**src/rtl/conv_pkg.sv**
```systemverilog
// -----------------------------------------------------------------------------
// conv_pkg
// Shared definitions for the convolver front end (window_gen) and the
// convolver control/datapath.
//   - default geometry: kernel edge, image width/height, pixel width
//   - window packing index helper
//   - two-state FSM encoding used by the window generator and control FSM
// No ports (package).
// -----------------------------------------------------------------------------
package conv_pkg;

    localparam int KERNEL_SIZE_DEF = 5;
    localparam int WIDTH_DEF       = 28;
    localparam int HEIGHT_DEF      = 28;
    localparam int DATA_W_DEF      = 8;

    typedef enum logic [0:0] {
        ST_FILL = 1'b0,
        ST_RUN  = 1'b1
    } win_state_t;

    // Bit offset of window element (r, c) in a packed K x K window.
    function automatic int win_index(input int r, input int c, input int k, input int dw);
        return (r * k + c) * dw;
    endfunction

endpackage

```
**src/rtl/window_gen_line_buffer.sv**
```systemverilog
// -----------------------------------------------------------------------------
// line_buffer
// One image-row delay. dout presents the din that was written DEPTH enabled
// cycles earlier, i.e. the pixel directly above the one currently on din.
// Storage is a circular RAM of DEPTH-1 words with a registered read; the read
// register supplies the last stage of delay.
// Ports:
//   clk   in   clock
//   reset in   synchronous active-high reset (pointer only)
//   en    in   advance the delay line by one pixel
//   din   in   DATA_W pixel entering the delay
//   dout  out  DATA_W pixel delayed by DEPTH enables
// -----------------------------------------------------------------------------
module line_buffer
    import conv_pkg::*;
#(
    parameter int DEPTH  = WIDTH_DEF,
    parameter int DATA_W = DATA_W_DEF
) (
    input  logic              clk,
    input  logic              reset,
    input  logic              en,
    input  logic [DATA_W-1:0] din,
    output logic [DATA_W-1:0] dout
);

    localparam int MEM_D = DEPTH - 1;
    localparam int PTR_W = (MEM_D > 1) ? $clog2(MEM_D) : 1;

    logic [DATA_W-1:0] r_mem [MEM_D];
    logic [PTR_W-1:0]  r_ptr;
    logic [DATA_W-1:0] r_dout;

    always_ff @(posedge clk) begin
        if (reset) begin
            r_ptr <= '0;
        end else if (en) begin
            r_ptr <= (r_ptr == PTR_W'(MEM_D - 1)) ? '0 : r_ptr + 1'b1;
        end
    end

    // Read-before-write on the same address: the word read out is the one
    // being overwritten, which is exactly MEM_D enables old.
    always_ff @(posedge clk) begin
        if (en) begin
            r_dout       <= r_mem[r_ptr];
            r_mem[r_ptr] <= din;
        end
    end

    assign dout = r_dout;

endmodule

```
**src/rtl/window_gen.sv**
```systemverilog
// -----------------------------------------------------------------------------
// window_gen
// Turns a raster-order pixel stream into K x K "valid"-mode windows, one per
// handshake, (HEIGHT-K+1)*(WIDTH-K+1) windows per frame.
// Ports:
//   clk        in   clock
//   reset      in   synchronous active-high reset
//   pix_in     in   DATA_W input pixel
//   pix_valid  in   pix_in valid
//   pix_ready  out  pixel accepted this cycle when pix_valid is high
//   win_out    out  K*K*DATA_W window, element (r,c) at (r*K+c)*DATA_W,
//                   r=0 oldest row, c=0 leftmost column
//   win_valid  out  win_out holds an unconsumed window
//   win_ready  in   downstream consumes win_out
//   frame_done out  one-cycle pulse after the last pixel of a frame
// -----------------------------------------------------------------------------
module window_gen
    import conv_pkg::*;
#(
    parameter int KERNEL_SIZE = KERNEL_SIZE_DEF,
    parameter int WIDTH       = WIDTH_DEF,
    parameter int HEIGHT      = HEIGHT_DEF,
    parameter int DATA_W      = DATA_W_DEF
) (
    input  logic                                   clk,
    input  logic                                   reset,
    input  logic [DATA_W-1:0]                      pix_in,
    input  logic                                   pix_valid,
    output logic                                   pix_ready,
    output logic [KERNEL_SIZE*KERNEL_SIZE*DATA_W-1:0] win_out,
    output logic                                   win_valid,
    input  logic                                   win_ready,
    output logic                                   frame_done
);

    localparam int K  = KERNEL_SIZE;
    localparam int WB = K * K * DATA_W;
    localparam int CW = (WIDTH > 1)  ? $clog2(WIDTH)  : 1;
    localparam int RW = (HEIGHT > 1) ? $clog2(HEIGHT) : 1;

    win_state_t        r_state;
    win_state_t        w_state_next;
    logic [CW-1:0]     r_col;
    logic [RW-1:0]     r_row;
    logic              w_acc;
    logic              w_emit;
    logic              w_col_last;
    logic              w_row_last;
    logic              w_frame_last;
    logic [DATA_W-1:0] w_tap      [K-1];
    logic [DATA_W-1:0] r_win      [K][K];
    logic [DATA_W-1:0] w_win_next [K][K];
    logic [WB-1:0]     w_win_packed;
    logic [WB-1:0]     r_win_out;
    logic              r_win_valid;
    logic              r_frame_done;

    // A single output register: new pixels may enter whenever that register
    // is empty or being drained this cycle.
    assign pix_ready    = !r_win_valid || win_ready;
    assign w_acc        = pix_valid && pix_ready;
    assign w_col_last   = (r_col == CW'(WIDTH - 1));
    assign w_row_last   = (r_row == RW'(HEIGHT - 1));
    assign w_frame_last = w_col_last && w_row_last;

    // Tap gi delays the stream by gi+1 rows.
    generate
        for (genvar gi = 0; gi < K - 1; gi++) begin : g_lb
            logic [DATA_W-1:0] w_din;
            if (gi == 0) begin : g_first
                assign w_din = pix_in;
            end else begin : g_chain
                assign w_din = w_tap[gi-1];
            end
            line_buffer #(
                .DEPTH  (WIDTH),
                .DATA_W (DATA_W)
            ) u_lb (
                .clk   (clk),
                .reset (reset),
                .en    (w_acc),
                .din   (w_din),
                .dout  (w_tap[gi])
            );
        end
    endgenerate

    // Shift left one column; the new right column is the oldest tap at the top
    // down to the incoming pixel at the bottom.
    generate
        for (genvar gi = 0; gi < K; gi++) begin : g_row
            for (genvar gj = 0; gj < K; gj++) begin : g_col
                if (gj < K - 1) begin : g_shift
                    assign w_win_next[gi][gj] = r_win[gi][gj+1];
                end else if (gi == K - 1) begin : g_newest
                    assign w_win_next[gi][gj] = pix_in;
                end else begin : g_tap
                    assign w_win_next[gi][gj] = w_tap[K-2-gi];
                end
                assign w_win_packed[win_index(gi, gj, K, DATA_W) +: DATA_W] = w_win_next[gi][gj];
            end
        end
    endgenerate

    // FILL covers the first K-1 rows, so neither stale line-buffer data from a
    // previous frame nor a partial window ever reaches the output.
    always_comb begin
        w_state_next = r_state;
        w_emit       = 1'b0;
        case (r_state)
            ST_FILL: begin
                if (w_acc && w_col_last && (r_row == RW'(K - 2))) begin
                    w_state_next = ST_RUN;
                end
            end
            ST_RUN: begin
                // col < K-1 would mix columns from the previous row.
                w_emit = w_acc && (r_col >= CW'(K - 1));
                if (w_acc && w_frame_last) begin
                    w_state_next = ST_FILL;
                end
            end
            default: begin
                w_state_next = ST_FILL;
            end
        endcase
    end

    always_ff @(posedge clk) begin
        if (reset) begin
            r_state      <= ST_FILL;
            r_col        <= '0;
            r_row        <= '0;
            r_win_out    <= '0;
            r_win_valid  <= 1'b0;
            r_frame_done <= 1'b0;
            for (int r = 0; r < K; r++) begin
                for (int c = 0; c < K; c++) begin
                    r_win[r][c] <= '0;
                end
            end
        end else begin
            r_state      <= w_state_next;
            r_frame_done <= w_acc && w_frame_last;
            if (w_acc) begin
                r_win <= w_win_next;
                if (w_col_last) begin
                    r_col <= '0;
                    r_row <= w_row_last ? '0 : r_row + 1'b1;
                end else begin
                    r_col <= r_col + 1'b1;
                end
            end
            // An emit overrides a consume so back-to-back windows keep
            // win_valid high.
            if (w_emit) begin
                r_win_out   <= w_win_packed;
                r_win_valid <= 1'b1;
            end else if (win_ready) begin
                r_win_valid <= 1'b0;
            end
        end
    end

    assign win_out    = r_win_out;
    assign win_valid  = r_win_valid;
    assign frame_done = r_frame_done;

endmodule

```
**config.mk**
```make
export PLATFORM = sky130hd
export DESIGN_NAME = window_gen
export DESIGN_NICKNAME = d
export VERILOG_FILES = /design/src/rtl/conv_pkg.sv /design/src/rtl/window_gen_line_buffer.sv /design/src/rtl/window_gen.sv
export SDC_FILE = /design/constraint.sdc
export NUM_CORES = 2
export LEC_CHECK = 0
export CAP_MARGIN = 20
export CORE_UTILIZATION = 55
export DETAILED_ROUTE_END_ITERATION = 6
export DONT_BUFFER_PORTS = 1
export PLACE_DENSITY = 0.83
export SETUP_SLACK_MARGIN = 0.05
export SLEW_MARGIN = 20
export SYNTH_ARGS = -nofsm -noshare
export SYNTH_HDL_FRONTEND = slang
export SYNTH_HIERARCHICAL = 1
export SYNTH_SLANG_ARGS = --single-unit
```
**constraint.sdc**
```tcl
create_clock -name clk -period 3.1 [get_ports clk]
set_clock_uncertainty 0.1 [all_clocks]
set_input_delay 0.31 -clock clk [delete_from_list [all_inputs] [get_ports clk]]
set_output_delay 0.31 -clock clk [all_outputs]
set_load 0.1 [all_outputs]
```
==> metrics.csv <==
stage,metric,value,unit
sta,min_period,3.00,ns
worst_setup_path,path_buf_inv,3,
pwr,p_switching,7.82,mW
cells_and_area,design_area,57200,sq um
cells_and_area,fillers,5680,
cells_and_area,postLayoutCoreUtil,0.646,
die,die_area,91000,sq um
sta,relSlewSlack,0.218,
worst_setup_path,cp.required,3.60,ns
sta,finalCritPeriodShare,0.968,
sta,finalSetupTns,0,ns
die,start_util,0.557,
logic_synthesis,synth-edff-count,896,
logic_synthesis,yosys-top-cells-area,"edfxtp_1, dfxtp_1, nand2_1, mux2i_1, a21oi_1",
sta,fmax,0.333,GHz
worst_setup_path,cp.arrival,3.50,ns
cells_and_area,final_layout_size_suffix_gt1_frac,0.123,
logic_synthesis,yosys_most_used_dff,edfxtp_1,
cts,h-tree-depth,3,
sta,holdWs,0.0429,ns
route,vias,31400,
job,cap_viol_max_count,0,
pwr,p_leak,18.9,nW
route,wl,124000,microns
worst_setup_path,setup.reg_to_reg.worst_slack,0.1,ns
cts,clk_path_buf_depth,3,
status,violations,design-rule violations,
worst_setup_path,cp-start-kind,register,
worst_setup_path,path_class,reg -> reg,
logic_synthesis,yosysWarnings,6,
cts,worstSkewPairLatency,0.72,ns
pwr,pwr-share-seq,0.531,
worst_setup_path,cp-end-kind,register,
pwr,ir_drop,580,uV
pwr,combPwrFrac,0.048,
pwr,p_int,28.1,mW
logic_synthesis,synth_top_area_share,0.545,
pwr,p_clk_frac,0.421,
worst_setup_path,slowest_delay,0.59,ns
sta,grt_setup_unrepaired,no,
die,chipHeight,302,microns
global_route,track_usage,0.266,
hold_path,hp-class,in -> reg,
route,wl_per_cell,24.5,microns
placed_design,finalWeightedCongestion,0.920,
worst_setup_path,crit_chain,nor2b_1 > inv_4 > nand2_8 > inv_8 > nand2_1 > mux2_2 > a21oi_1 > nor2_1 > dlygate4sd3_1,
logic_synthesis,syn_nets,3591,
route,vias_per_cell,6.22,
logic_synthesis,synth_seq_cells,1289,
global_route,antenna_found_initial,0,
logic_synthesis,syn_avg_cell_area,13.9,sq um
die,fp-row-count,109,
logic_synthesis,synth.distinct_cells,70,
die,die_w,302,microns
worst_setup_path,cp_slowest_cell,dlygate4sd3_1,
logic_synthesis,postSynthCellCount,3560,
placed_design,portBuffers,0,
placed_design,dpl-instance-area,50400,sq um
route,drt_iter0_drc,4154,
worst_setup_path,critPathTopFamily,buffers and inverters,
placed_design,hpwl,67500,microns
sta,final_hold_viol_count,0,
die,coreArea,88600,sq um
cells_and_area,area_growth,15.8,%
cts,cts_tree,yes,
cts,clk_pin_slew,0.07,ns
sta,tightest_slew,1.17,ns
die,ios,215,
logic_synthesis,synth_area,49400,sq um
worst_setup_path,path_max_fanout,61,
logic_synthesis,async_flop_share,0,
cts,clockRootBuffer,clkbuf_16,
global_route,grt_pass1_vias,31000,
pwr,power.density,627,nW/um^2
route,ant_nets,0,
logic_synthesis,ys_seq_area_frac,0.704,
route,drc_errors,18,
route,firstDrtPassIters,7,
cts,cts-buffers-inserted,118,
sta,drv_slew,0,
status,status,finished with violations,
global_route,grt_max_degree,242,
global_route,grt_pass1_wl,185000,microns
logic_synthesis,synth_top_cell_by_area,edfxtp_1,
pwr,swShare,0.218,
cells_and_area,antenna_cells,0,
global_route,overflow,0,
cells_and_area,fin_nets,3815,
cts,cts_sinks,1289,
sta,finalSetupViolations,0,
-- synthesized netlist by cell type, types with 25 or more instances --
| library cell | n |
|---|---|
| a211oi_1 | 39 |
| nor3_1 | 44 |
| mux4_1 | 33 |
| clkbuf_1 | 70 |
| nor2b_1 | 36 |
| nand3_1 | 25 |
| nor2_1 | 106 |
| edfxtp_1 | 896 |
| buf_4 | 29 |
| nand2_1 | 792 |
| mux2i_1 | 208 |
| mux4_2 | 82 |
| buf_2 | 70 |
| a21oi_1 | 389 |
| dfxtp_1 | 393 |
| a22oi_1 | 35 |
| o211ai_1 | 25 |
| buf_6 | 44 |
-- per-stage QoR --
stage	worst slack (ns)	total power, mW	std cells
finish	0.0987	35.9	5053
detailed placement	0.499	20.9	4566
floorplan	0.0671	20.4	3560
global route	0.0624	36.7	5053
global placement	0.561	20.8	4565
CTS	0.127	35.8	5047
-- power by group through the flow --
stage / logic, mW / registers, mW / clock network (mW)
finish: 1.73 / 19.0 / 15.1
global route: 1.82 / 19.0 / 15.8
CTS: 1.64 / 19.1 / 15.1
detailed placement: 1.43 / 19.4 / 0
global placement: 1.37 / 19.4 / 0
floorplan: 1.07 / 19.3 / 0
-- cell type report --
class                           count  area, sq um  share of cell area
Tap cell                         1165         1460              0.0255
Multi-Input combinational cell   2021        13400               0.235
Inverter                           25          104             0.00181
Sequential cell                  1289        34800               0.608
Clock inverter                     77          836              0.0146
Clock buffer                      147         3230              0.0564
Timing Repair Buffer              329         3370              0.0589
-- routing by layer --
layer  up-vias  track usage  share of wire
met5         -            0              0
met1     15500        0.343           0.36
met4         0        0.107          0.043
li1      13500            -              -
met2      2015        0.442           0.49
met3       377       0.0552           0.10
-- logic make-up after synthesis --
logic type / count (synthesis) / share of synthesized area
muxes: 331 / 0.0989
and+or+nand+nor: 1077 / 0.0906
AOI/OAI and AO/OA: 584 / 0.0689
DFF: 1289 / 0.704
xor gates and xnor gates: 10 / 0.00177
adders and majority gates: 19 / 0.00481
buffers and inverters: 250 / 0.0312
-- timing repair --
action / CTS / global route
resized for setup: 0 / 4
hold buffers: 257 / 0
endpoints found under the hold margin: 617 / 0
setup endpoints to repair: 0 / 5
setup buffers: 0 / 2
-- path summary, 6_finish.rpt --
path / end / cells past startpoint / start
hold / removal: g_lb[0].u_lb/r_mem[10][5]$_DFFE_PP_ / 1 / pix_in[5]
setup reg to reg: g_lb[0].u_lb/r_ptr[4]$_SDFFE_PP0P_ / 9 / win_valid$_SDFFE_PP0P_
hold reg to reg: win_out[166]$_SDFFE_PP0P_ / 2 / r_win[30]$_SDFFE_PP0N_
setup / recovery: g_lb[0].u_lb/r_ptr[4]$_SDFFE_PP0P_ / 9 / win_valid$_SDFFE_PP0P_
-- layout by cell type, fill, tap and decap left out, drive strengths merged, types with 48 or more instances in the layout --
cell type and count:
clkbuf 147, dfxtp 393, nor2 106, clkinv 48
edfxtp 896, a21oi 399, mux2i 208, mux4 115
buf 81, nand2 803, dlygate4sd3 248
-- state kept, by name, summed over array words and instances (netlist names) --
register         count
win_out            200
r_state              1
g_lb.u_lb/dout      32
frame_done           1
r_col                5
r_win              160
g_lb.u_lb/r_mem    864
r_row                5
win_valid            1
g_lb.u_lb/r_ptr     20
Power figures use the tool's default switching activity.
